<file path="src/rtl/aes_decipher_block_if.sv">
// Cipher-side handshake of the AES inverse cipher: start pulse, ciphertext in,
// plaintext out and the ready/idle flag.
interface aes_decipher_block_if;
   logic         next;
   logic [127:0] block;
   logic [127:0] new_block;
   logic         ready;

   modport master (output next, output block, input new_block, input ready);
   modport slave  (input next, input block, output new_block, output ready);
endinterface

</file>
<file path="src/rtl/aes_decipher_block.sv">
// Iterative AES inverse cipher: one AddRoundKey, then NR rounds of
// word-serial InvSubBytes (4 cycles) plus InvShiftRows/AddRoundKey/InvMixColumns (1 cycle).
// Optional macro DEC_OUT_MASK_EN forces new_block to zero while busy.
module aes_decipher_block #(
   parameter int NR = 10
) (
   input  logic                  clk,
   input  logic                  reset,
   aes_decipher_block_if.slave   dec,
   output logic [3:0]            round,
   input  logic [127:0]          round_key,
   output logic [31:0]           inv_sboxw,
   input  logic [31:0]           new_inv_sboxw
);

   localparam logic [3:0] NR_L = 4'(NR);

   typedef enum logic [1:0] {
      IDLE = 2'd0,
      INIT = 2'd1,
      SBOX = 2'd2,
      MAIN = 2'd3
   } state_e;

   state_e       fsm_q, fsm_d;
   logic [127:0] s_q, s_d;
   logic [3:0]   round_q, round_d;
   logic [1:0]   widx_q, widx_d;
   logic         ready_q, ready_d;
   logic [127:0] t_s;

   function automatic logic [7:0] xtime(input logic [7:0] b);
      return {b[6:0], 1'b0} ^ (b[7] ? 8'h1b : 8'h00);
   endfunction

   function automatic logic [31:0] inv_mix_col(input logic [31:0] c);
      logic [7:0] a  [4];
      logic [7:0] x2 [4];
      logic [7:0] x4 [4];
      logic [7:0] x8 [4];
      logic [7:0] m9 [4];
      logic [7:0] mb [4];
      logic [7:0] md [4];
      logic [7:0] me [4];
      for (int i = 0; i < 4; i++) begin
         a[i]  = c[31-8*i -: 8];
         x2[i] = xtime(a[i]);
         x4[i] = xtime(x2[i]);
         x8[i] = xtime(x4[i]);
         m9[i] = x8[i] ^ a[i];
         mb[i] = x8[i] ^ x2[i] ^ a[i];
         md[i] = x8[i] ^ x4[i] ^ a[i];
         me[i] = x8[i] ^ x4[i] ^ x2[i];
      end
      return {me[0] ^ mb[1] ^ md[2] ^ m9[3],
              m9[0] ^ me[1] ^ mb[2] ^ md[3],
              md[0] ^ m9[1] ^ me[2] ^ mb[3],
              mb[0] ^ md[1] ^ m9[2] ^ me[3]};
   endfunction

   function automatic logic [127:0] inv_mix_columns(input logic [127:0] s);
      return {inv_mix_col(s[127:96]), inv_mix_col(s[95:64]),
              inv_mix_col(s[63:32]),  inv_mix_col(s[31:0])};
   endfunction

   // Row r is rotated right by r columns: out[r][c] = in[r][(c - r) mod 4].
   function automatic logic [127:0] inv_shift_rows(input logic [127:0] s);
      logic [127:0] o;
      o = 128'h0;
      for (int c = 0; c < 4; c++) begin
         for (int r = 0; r < 4; r++) begin
            o[127-8*(4*c+r) -: 8] = s[127-8*(4*((c-r+4)%4)+r) -: 8];
         end
      end
      return o;
   endfunction

   // Word of the state currently routed to the external inverse S-box.
   always_comb begin
      case (widx_q)
         2'd0:    inv_sboxw = s_q[127:96];
         2'd1:    inv_sboxw = s_q[95:64];
         2'd2:    inv_sboxw = s_q[63:32];
         2'd3:    inv_sboxw = s_q[31:0];
         default: inv_sboxw = 32'h0;
      endcase
   end

   // Next-state and datapath; round_q doubles as the round counter.
   always_comb begin
      fsm_d   = fsm_q;
      s_d     = s_q;
      round_d = round_q;
      widx_d  = widx_q;
      ready_d = ready_q;
      t_s     = inv_shift_rows(s_q) ^ round_key;
      case (fsm_q)
         IDLE: begin
            if (dec.next) begin
               s_d     = dec.block;
               ready_d = 1'b0;
               round_d = NR_L;
               fsm_d   = INIT;
            end else begin
               fsm_d   = IDLE;
            end
         end
         INIT: begin
            s_d     = s_q ^ round_key;
            round_d = NR_L - 4'd1;
            widx_d  = 2'd0;
            fsm_d   = SBOX;
         end
         SBOX: begin
            case (widx_q)
               2'd0:    s_d[127:96] = new_inv_sboxw;
               2'd1:    s_d[95:64]  = new_inv_sboxw;
               2'd2:    s_d[63:32]  = new_inv_sboxw;
               2'd3:    s_d[31:0]   = new_inv_sboxw;
               default: s_d         = s_q;
            endcase
            widx_d = widx_q + 2'd1;
            if (widx_q == 2'd3) begin
               fsm_d = MAIN;
            end else begin
               fsm_d = SBOX;
            end
         end
         MAIN: begin
            if (round_q != 4'd0) begin
               s_d     = inv_mix_columns(t_s);
               round_d = round_q - 4'd1;
               fsm_d   = SBOX;
            end else begin
               s_d     = t_s;
               ready_d = 1'b1;
               fsm_d   = IDLE;
            end
         end
         default: begin
            fsm_d   = IDLE;
            round_d = 4'd0;
            widx_d  = 2'd0;
            ready_d = 1'b1;
         end
      endcase
   end

   // State registers with asynchronous abort to the idle/reset values.
   always_ff @(posedge clk or posedge reset) begin
      if (reset) begin
         fsm_q   <= IDLE;
         s_q     <= 128'h0;
         round_q <= 4'd0;
         widx_q  <= 2'd0;
         ready_q <= 1'b1;
      end else begin
         fsm_q   <= fsm_d;
         s_q     <= s_d;
         round_q <= round_d;
         widx_q  <= widx_d;
         ready_q <= ready_d;
      end
   end

   assign round     = round_q;
   assign dec.ready = ready_q;

`ifdef DEC_OUT_MASK_EN
   assign dec.new_block = ready_q ? s_q : 128'h0;
`else
   assign dec.new_block = s_q;
`endif

endmodule

</file>
<file path="src/flat_wrapper.sv">
// flat-port wrapper written by rule: the top's interface ports become plain ports
module aes_decipher_block_flat 
#(
   parameter int NR = 10
)
  (clk, reset, round, round_key, inv_sboxw, new_inv_sboxw, dec_next, dec_block, dec_new_block, dec_ready);
  aes_decipher_block_if dec_i ();
  input  logic clk;
  input  logic reset;
  output logic [3:0] round;
  input  logic [127:0] round_key;
  output logic [31:0] inv_sboxw;
  input  logic [31:0] new_inv_sboxw;
  input wire logic [$bits(dec_i.next)-1:0] dec_next;
  input wire logic [$bits(dec_i.block)-1:0] dec_block;
  output wire logic [$bits(dec_i.new_block)-1:0] dec_new_block;
  output wire logic [$bits(dec_i.ready)-1:0] dec_ready;
  assign dec_i.next = dec_next;
  assign dec_i.block = dec_block;
  assign dec_new_block = dec_i.new_block;
  assign dec_ready = dec_i.ready;
  aes_decipher_block #(.NR(NR)) u_core (.clk(clk), .reset(reset), .dec(dec_i), .round(round), .round_key(round_key), .inv_sboxw(inv_sboxw), .new_inv_sboxw(new_inv_sboxw));
endmodule
</file>
<file path="config.mk">
export PLATFORM = sky130hd
export DESIGN_NAME = aes_decipher_block_flat
export DESIGN_NICKNAME = d
export VERILOG_FILES = /design/src/rtl/aes_decipher_block_if.sv /design/src/rtl/aes_decipher_block.sv /design/src/flat_wrapper.sv
export SDC_FILE = /design/constraint.sdc
export NUM_CORES = 1
export LEC_CHECK = 0
export CAP_MARGIN = 20
export CORE_MARGIN = 1
export CORE_UTILIZATION = 32
export DETAILED_ROUTE_END_ITERATION = 10
export SLEW_MARGIN = 20
export SYNTH_ARGS = -nofsm -noshare
export SYNTH_HDL_FRONTEND = slang
export SYNTH_SLANG_ARGS = --single-unit
export TNS_END_PERCENT = 50
</file>
<file path="constraint.sdc">
create_clock -name clk -period 4.2 [get_ports clk]
set_input_delay 0.63 -clock clk [delete_from_list [all_inputs] [get_ports clk]]
set_output_delay 0.63 -clock clk [all_outputs]
set_load 0.01 [all_outputs]
</file>
# After elaboration in Yosys (flattened, before gate mapping)
# Index checks and enable logic that the tools add are counted.
[word_totals] output_inout_bits=165 mem_bits_ro=0 elab_cells=296 ramBits=0 latchBits=0 input_bits=291 ff_bits=137 mem_count=0
[op_classes] mul=0 n_eq_ne=13 n_lt_le_gt_ge=0 reduce_logical=12 n_div=0 add_sub_neg=2 bitwise_logic=194 mux=67 shifts=0
[op_table] op="bitwise XOR 8 bit" count=192
[op_table] op="one-hot mux 128 bit (4 select lines)" count=1
[op_table] op="two-way mux 128 bit" count=2
[op_table] op="bitwise XOR 128 bit" count=2
[op_table] op="two-way mux 5 bit" count=48
[op_table] op="two-way mux 32 bit" count=4
[op_table] op="one-hot mux 32 bit (4 select lines)" count=1
[op_table] op="one-hot mux 4 bit (3 select lines)" count=1
[op_table] op="inequality test 2 bit (second input constant)" count=5
[op_table] op="equality test 2 bit (second input constant)" count=4
[op_table] op="two-way mux 4 bit" count=2
[op_table] op="one-hot mux 2 bit (4 select lines)" count=1
[op_table] op="AND reduction 2 bit" count=4
[op_table] op="AND reduction 3 bit" count=2
[op_table] op="equality test 2 x 1 -> 1 bit (second input constant)" count=2
[op_table] op="logical NOT 2 bit" count=2
[op_table] op="two-way mux 1 bit" count=4
[op_table] op="inequality test 2 x 1 -> 1 bit (second input constant)" count=2
[op_table] op="one-hot mux 2 bit (2 select lines)" count=1
[op_table] op="nonzero test 2 bit" count=2
[op_table] op="nonzero test 4 bit" count=1
[op_table] op="subtractor 4 x 1 -> 4 bit (second input constant)" count=1
[op_table] op="nonzero test 3 bit" count=1
[op_table] op="adder 2 x 1 -> 2 bit (second input constant)" count=1
[op_table] op="other kinds (2)" count=2

# Logic depth before layout (Yosys ltp)
[depth] word_depth=14 depth_mapped=11 depth_no_buf=9

# Worst setup path after synthesis
# OpenSTA, ideal clock, no wires.
[synth_path] kind="in2reg" from="input port round_key[127]" to="register u_core.s_q[124] (netlist: u_core.dec.new_block[124])" path_buffers=0 path_stages=7 arrival_ps=2769 setup_slack_ps=1297 required_time_ps=4066 cell_sequence="xnor2_2 xnor3_1 xnor3_2 xor2_1 xnor3_1 a21oi_1 a21oi_1"
[synth_via] elab_chain_cells=11
[synth_lines] element="from (decl)" line_no="flat_wrapper.sv:11" source="input logic [127:0] round_key;"
[synth_lines] element="bitwise XOR 128 bit *" line_no="aes_decipher_block.sv:96" source="t_s = inv_shift_rows(s_q) ^ round_key;"
[synth_lines] element="two-way mux 5 bit *" line_no="aes_decipher_block.sv:33" source="return {b[6:0], 1'b0} ^ (b[7] ? 8'h1b : 8'h00);"
[synth_lines] element="bitwise XOR 8 bit *" line_no="aes_decipher_block.sv:33"
[synth_lines] element="bitwise XOR 8 bit" line_no="aes_decipher_block.sv:33"
[synth_lines] element="bitwise XOR 8 bit" line_no="aes_decipher_block.sv:53" source="me[i] = x8[i] ^ x4[i] ^ x2[i];"
[synth_lines] element="bitwise XOR 8 bit *" line_no="aes_decipher_block.sv:53"
[synth_lines] element="bitwise XOR 8 bit * (3 in a row)" line_no="aes_decipher_block.sv:55" source="return {me[0] ^ mb[1] ^ md[2] ^ m9[3],"
[synth_lines] element="two-way mux 128 bit *" line_no="aes_decipher_block.sv:130" source="if (round_q != 4'd0) begin"
[synth_lines] element="one-hot mux 128 bit (4 select lines) *" line_no="aes_decipher_block.sv:97" source="case (fsm_q)"
[synth_lines] element="to (signal assigned)" line_no="aes_decipher_block.sv:153" source="s_q <= 128'h0;"
[synth_lines] element="to (signal assigned)" line_no="aes_decipher_block.sv:159" source="s_q <= s_d;"
[synth_lines] element="to (decl)" line_no="aes_decipher_block.sv:26" source="logic [127:0] s_q, s_d;"
# Every way passes the cells marked *; elsewhere a longest branch is shown, timed or not.
# A chain may end at the register's enable or synchronous reset.

# Worst setup path in the final report
[layout_path] from="register u_core.widx_q[0]" to="output port inv_sboxw[19]"
[layout_via] elab_chain_cells=2 elab_cells_between_ends=5 classes_between="eq/ne: 3; mux: 1; reduce/logical: 1"
[layout_lines] element="from (decl)" line_no="aes_decipher_block.sv:28" source="logic [1:0] widx_q, widx_d;"
[layout_lines] element="from (signal assigned)" line_no="aes_decipher_block.sv:161" source="widx_q <= widx_d;"
[layout_lines] element="equality test 2 bit (tied with other cells)" line_no="aes_decipher_block.sv:80" source="case (widx_q)"
[layout_lines] element="one-hot mux 32 bit (4 select lines) *" line_no="aes_decipher_block.sv:80"
[layout_lines] element="to (decl)" line_no="flat_wrapper.sv:12" source="output logic [31:0] inv_sboxw;"
# Marked as above.

==> metrics.md <==
| Metric | Value |
|---|---|
| Count of different cell masters after synthesis | 57 |
| Last element of the critical path | inv_sboxw[19] |
| Fraction of final layout cells sized beyond drive strength 1 | 12.4% |
| Detailed Route Iter0 Violations | 2813 |
| Type of the most critical hold path | reg -> reg |
| Net switching fraction of the power | 46.7% |
| Clock Sink Count | 137 |
| Transition at the pin with the smallest max-transition slack | 1.23 ns |
| Routed WL | 127000 um |
| Endpoint type of the worst setup path | primary output |
| Number of hold violations in the final report | 0 |
| Combinational group share of total power | 84.1% |
| Net switching power | 11.2 mW |
| Final ANT Viol Nets | 0 |
| Total congestion overflow after global routing | 0 |
| CP Class | reg -> out |
| Total count of max-transition violations in the final report | 0 |
| HPWL after detailed placement | 102000 um |
| R2r startpoint | u_core.dec.new_block[94]$_DFFE_PP0P_ |
| Clk network pwr share | 7.1% |
| TritonCTS clock tree | done |
| Initial antenna violation count | 6 |
| Syn nets | 2443 |
| Share of flip-flops with an asynchronous set or reset | 100% |
| Slowest-stage cell, CP | clkdlybuf4s50_1 |
| Total cell area at the placement stage | 0.0266 mm^2 |
| Required time worst endpoint | 3.57 ns |
| Vias in the first global route | 20.0k |
| Setup slack on the worst flop-to-flop path | 0.79 ns |
| MaxCap Viol Count | 0 |
| Post-cts resize count | 0 |
| Floorplan die width | 251 um |
| Total length of routed met2 wires | 53700 um |
| Combined global-route utilization of all metal layers | 39.8% |
| Cell Rows | 90 |
| Most instantiated flip-flop cell in the synthesis netlist | dfrtp_1 |
| IO Count | 456 |
| Internal power | 12.8 mW |
| Cell count after synthesis | 2142 |
| Initial core utilization | 32.6% |
| Register clock-pin slew on the reported worst setup and hold paths | 0.08 ns |
| Routed vias/inst | 5.86 |
| Cell at the root of the clock tree | clkbuf_16 |
| Total Neg Setup Slack | 0 ns |
| Cell-by-cell listing of the critical path | inv_1 -> ha_1 -> buf_4 -> buf_4 -> a222oi_1 -> a21oi_1 -> clkdlybuf4s50_1 |
| Endpoint of the most critical register-to-register path | u_core.dec.new_block[84]$_DFFE_PP0P_ |
| Worst path arrival time | 3.25 ns |
| Largest fanout on the critical path | 19 |
| Highest metal layer used by the detailed router | met5 |
| Area growth from synthesis to final layout | 37.9% |
| Largest net degree at the start of global routing | 138 |
| Number of buffers created by CTS | 17 |
| Count of cells along the worst register-to-register path | 7 |
| Power per cell area | 883 mW/mm^2 |
| Most numerous cell on the critical path | buf_4 |
| Avg Cell Area, Syn | 9.23 um^2 |
| Worst slew slack as a fraction of its limit | 18.0% |
| Wl on met1 | 52300 um |
| Post-CTS setup repair buffer count | 0 |
| Full die area | 0.0628 mm^2 |
| Max Fclk | 0.258 GHz |
| Final Critical Period | 3.88 ns |
| Die height | 251 um |
| Number of H-tree branching levels | 4 |
| Number of storage elements in the synthesis netlist | 137 |
| Skew-Pair Late Insertion Delay | 0.53 ns |
| Sequential share of the synthesized area | 17.4% |
| Slowest cell delay on critical path | 0.66 ns |
| Final Instance Area | 0.0272 mm^2 |
| Netlist Area Pre-Place | 0.0198 mm^2 |
| Number of synthesized flops with an enable pin | 0 |
| Floorplan Core Area | 0.0607 mm^2 |
| Seq pwr share | 8.8% |
| First-pass GRT wire length | 170000 um |
| Max rail drop VDD | 454 uV |
| Buffers from clock root to sink, at most | 2 |
| Result of the run | completed |
| Metal3 WL | 13100 um |
| Kind of start point of the critical path | flip-flop |
| Hold Path Origin | u_core.dec.ready$_DFFE_PP1P_ |
| Gp weighted congestion | 1.08 |
| Period Utilization, post-route | 92.3% |
| Final clock skew | 0.0188 ns |
| DRT Pass-1 Iters | 9 |
| CTS Hold Bufs | 0 |
| Number of buffer cells added on primary ports | 455 |
| Post-layout nets | 3014 |
| Leakage power figure | 11.3 nW |
| Number of DRC violations after detailed routing | 0 |
| Number of warnings printed during yosys synthesis | 0 |
| Per-cell routed wire length | 36.1 um |
| Worst setup startpoint | u_core.widx_q[0]$_DFFE_PP0P_ |
| Via count of the routed design | 20.6k |
| Unrepaired setup endpoints after global routing | no |
| Final setup vio count | 0 |
| Number of filler cells placed in the layout | 5867 |
## metrics by stage
step	setup slack (ns)	std cells	utilization [%]	hold WS, ns	power, mW
3_3_place_gp	0.316	3476	43.9	0.501	22.0
6_report	0.323	3512	44.9	0.509	24.1
2_1_floorplan	1.30	2142	-	0.490	15.6
4_1_cts	0.437	3508	44.9	0.512	23.7
5_1_grt	0.355	3508	44.9	0.559	24.9
3_5_place_dp	0.331	3476	43.9	0.501	21.8
## Yosys cell counts (3+ instances only)
cell type | count | area, um^2
a22o_1 | 8 | 70.1
ha_1 | 10 | 125
a221o_1 | 11 | 110
o21ai_0 | 153 | 766
a222oi_1 | 32 | 320
xor3_1 | 6 | 143
o211ai_1 | 5 | 37.5
a211oi_1 | 3 | 22.5
a22oi_1 | 3 | 22.5
xnor2_2 | 37 | 602
inv_1 | 13 | 48.8
xnor3_2 | 5 | 119
xor2_1 | 207 | 1810
or3_1 | 3 | 18.8
o2111ai_1 | 11 | 96.3
xnor2_1 | 551 | 4830
nor2_1 | 124 | 465
dfrtp_1 | 136 | 3400
clkbuf_1 | 106 | 398
xnor3_1 | 128 | 2880
o21a_1 | 11 | 82.6
o22ai_1 | 3 | 18.8
buf_1 | 11 | 41.3
xor2_2 | 4 | 65.1
clkbuf_2 | 7 | 35.0
o21ai_1 | 3 | 15.0
a221oi_1 | 14 | 123
nand3_1 | 5 | 25.0
o221ai_1 | 32 | 280
a21oi_1 | 203 | 1020
o221a_2 | 3 | 33.8
o31ai_1 | 61 | 458
nor3_1 | 28 | 140
buf_2 | 5 | 25.0
nand2_1 | 165 | 619
a31oi_1 | 4 | 25.0
xnor2_4 | 7 | 193
## state kept, by name, summed over array words and instances (netlist names)
register              count
u_core.widx_q             2
u_core.dec.ready          1
u_core.fsm_q              2
u_core.dec.new_block    128
u_core.round              4
## critical path, delay by kind of cell (launching register included)
kind / cells / cell delay, ns
buf+inv: 4 / 1.46
compound gates: 2 / 0.65
flops: 1 / 0.41
fa+ha+maj: 1 / 0.17
## worst min-delay path by stage
| stage | to | slack [ns] | cells after the start |
|---|---|---|---|
| final | u_core.dec.ready$_DFFE_PP1P_ | 0.51 | 2 |
| after global routing | u_core.dec.ready$_DFFE_PP1P_ | 0.56 | 2 |
| after CTS | u_core.dec.ready$_DFFE_PP1P_ | 0.51 | 2 |
| after detailed placement | u_core.dec.ready$_DFFE_PP1P_ | 0.50 | 2 |
| after global placement | u_core.dec.ready$_DFFE_PP1P_ | 0.50 | 2 |
| after floorplan | u_core.fsm_q[1]$_DFF_PP0_ | 0.49 | 1 |
## layer usage
| metal | vias up | global-route usage [%] |
|---|---|---|
| li1 | 8606 | - |
| met1 | 10200 | 53.4 |
| met2 | 1512 | 58.7 |
| met3 | 237 | 9.51 |
| met4 | 10 | 21.5 |
| met5 | - | 0.927 |
## cells in the final DEF, fill, tap and decap left out, types with 6 or more instances in the layout
cell,n
clkdlybuf4s50_1,455
xnor3_1,128
dfrtp_1,136
xnor2_4,7
nor2_1,123
o21a_1,11
o31ai_1,61
clkbuf_16,17
a221o_1,11
inv_1,10
a221oi_1,14
a22o_1,8
ha_1,9
xor2_1,207
nor3_1,28
o2111ai_1,11
nand2_1,164
a21oi_1,199
buf_4,220
a222oi_1,32
xnor2_1,551
o221ai_1,32
o21ai_0,152
buf_12,6
xnor2_2,37
xor3_1,6
## kinds of logic (layout without fill, tap and decap cells)
kind of cell,after synthesis,count (layout),synth area share (%)
mux,2,2,0.101
xor+xnor,948,948,54.2
other cells,0,4,0
fa+ha+maj,10,10,0.633
flops,137,137,17.4
simple gates,329,329,6.55
buf+inv,143,727,2.79
compound gates,573,573,18.3
## power groups by stage
stage	clock network [mW]	registers, mW	logic, mW
3_3_place_gp	0	2.11	19.9
6_report	1.70	2.13	20.2
4_1_cts	1.72	2.08	19.9
5_1_grt	1.76	2.11	21.0
2_1_floorplan	0	1.91	13.7
3_5_place_dp	0	2.11	19.7
## cell type report
cell class                      instances  area, um^2  area share (%)
Sequential cell                       137        3430            12.6
Tap cell                              782         978            3.59
Inverter                               14        58.8           0.216
Clock inverter                         15         166           0.611
Timing Repair Buffer                  681        6330            23.2
Multi-Input combinational cell       1862       15900            58.2
Clock buffer                           17         425            1.56
Antenna cell                            4        10.0          0.0367
Power figures use the tool's default switching activity.
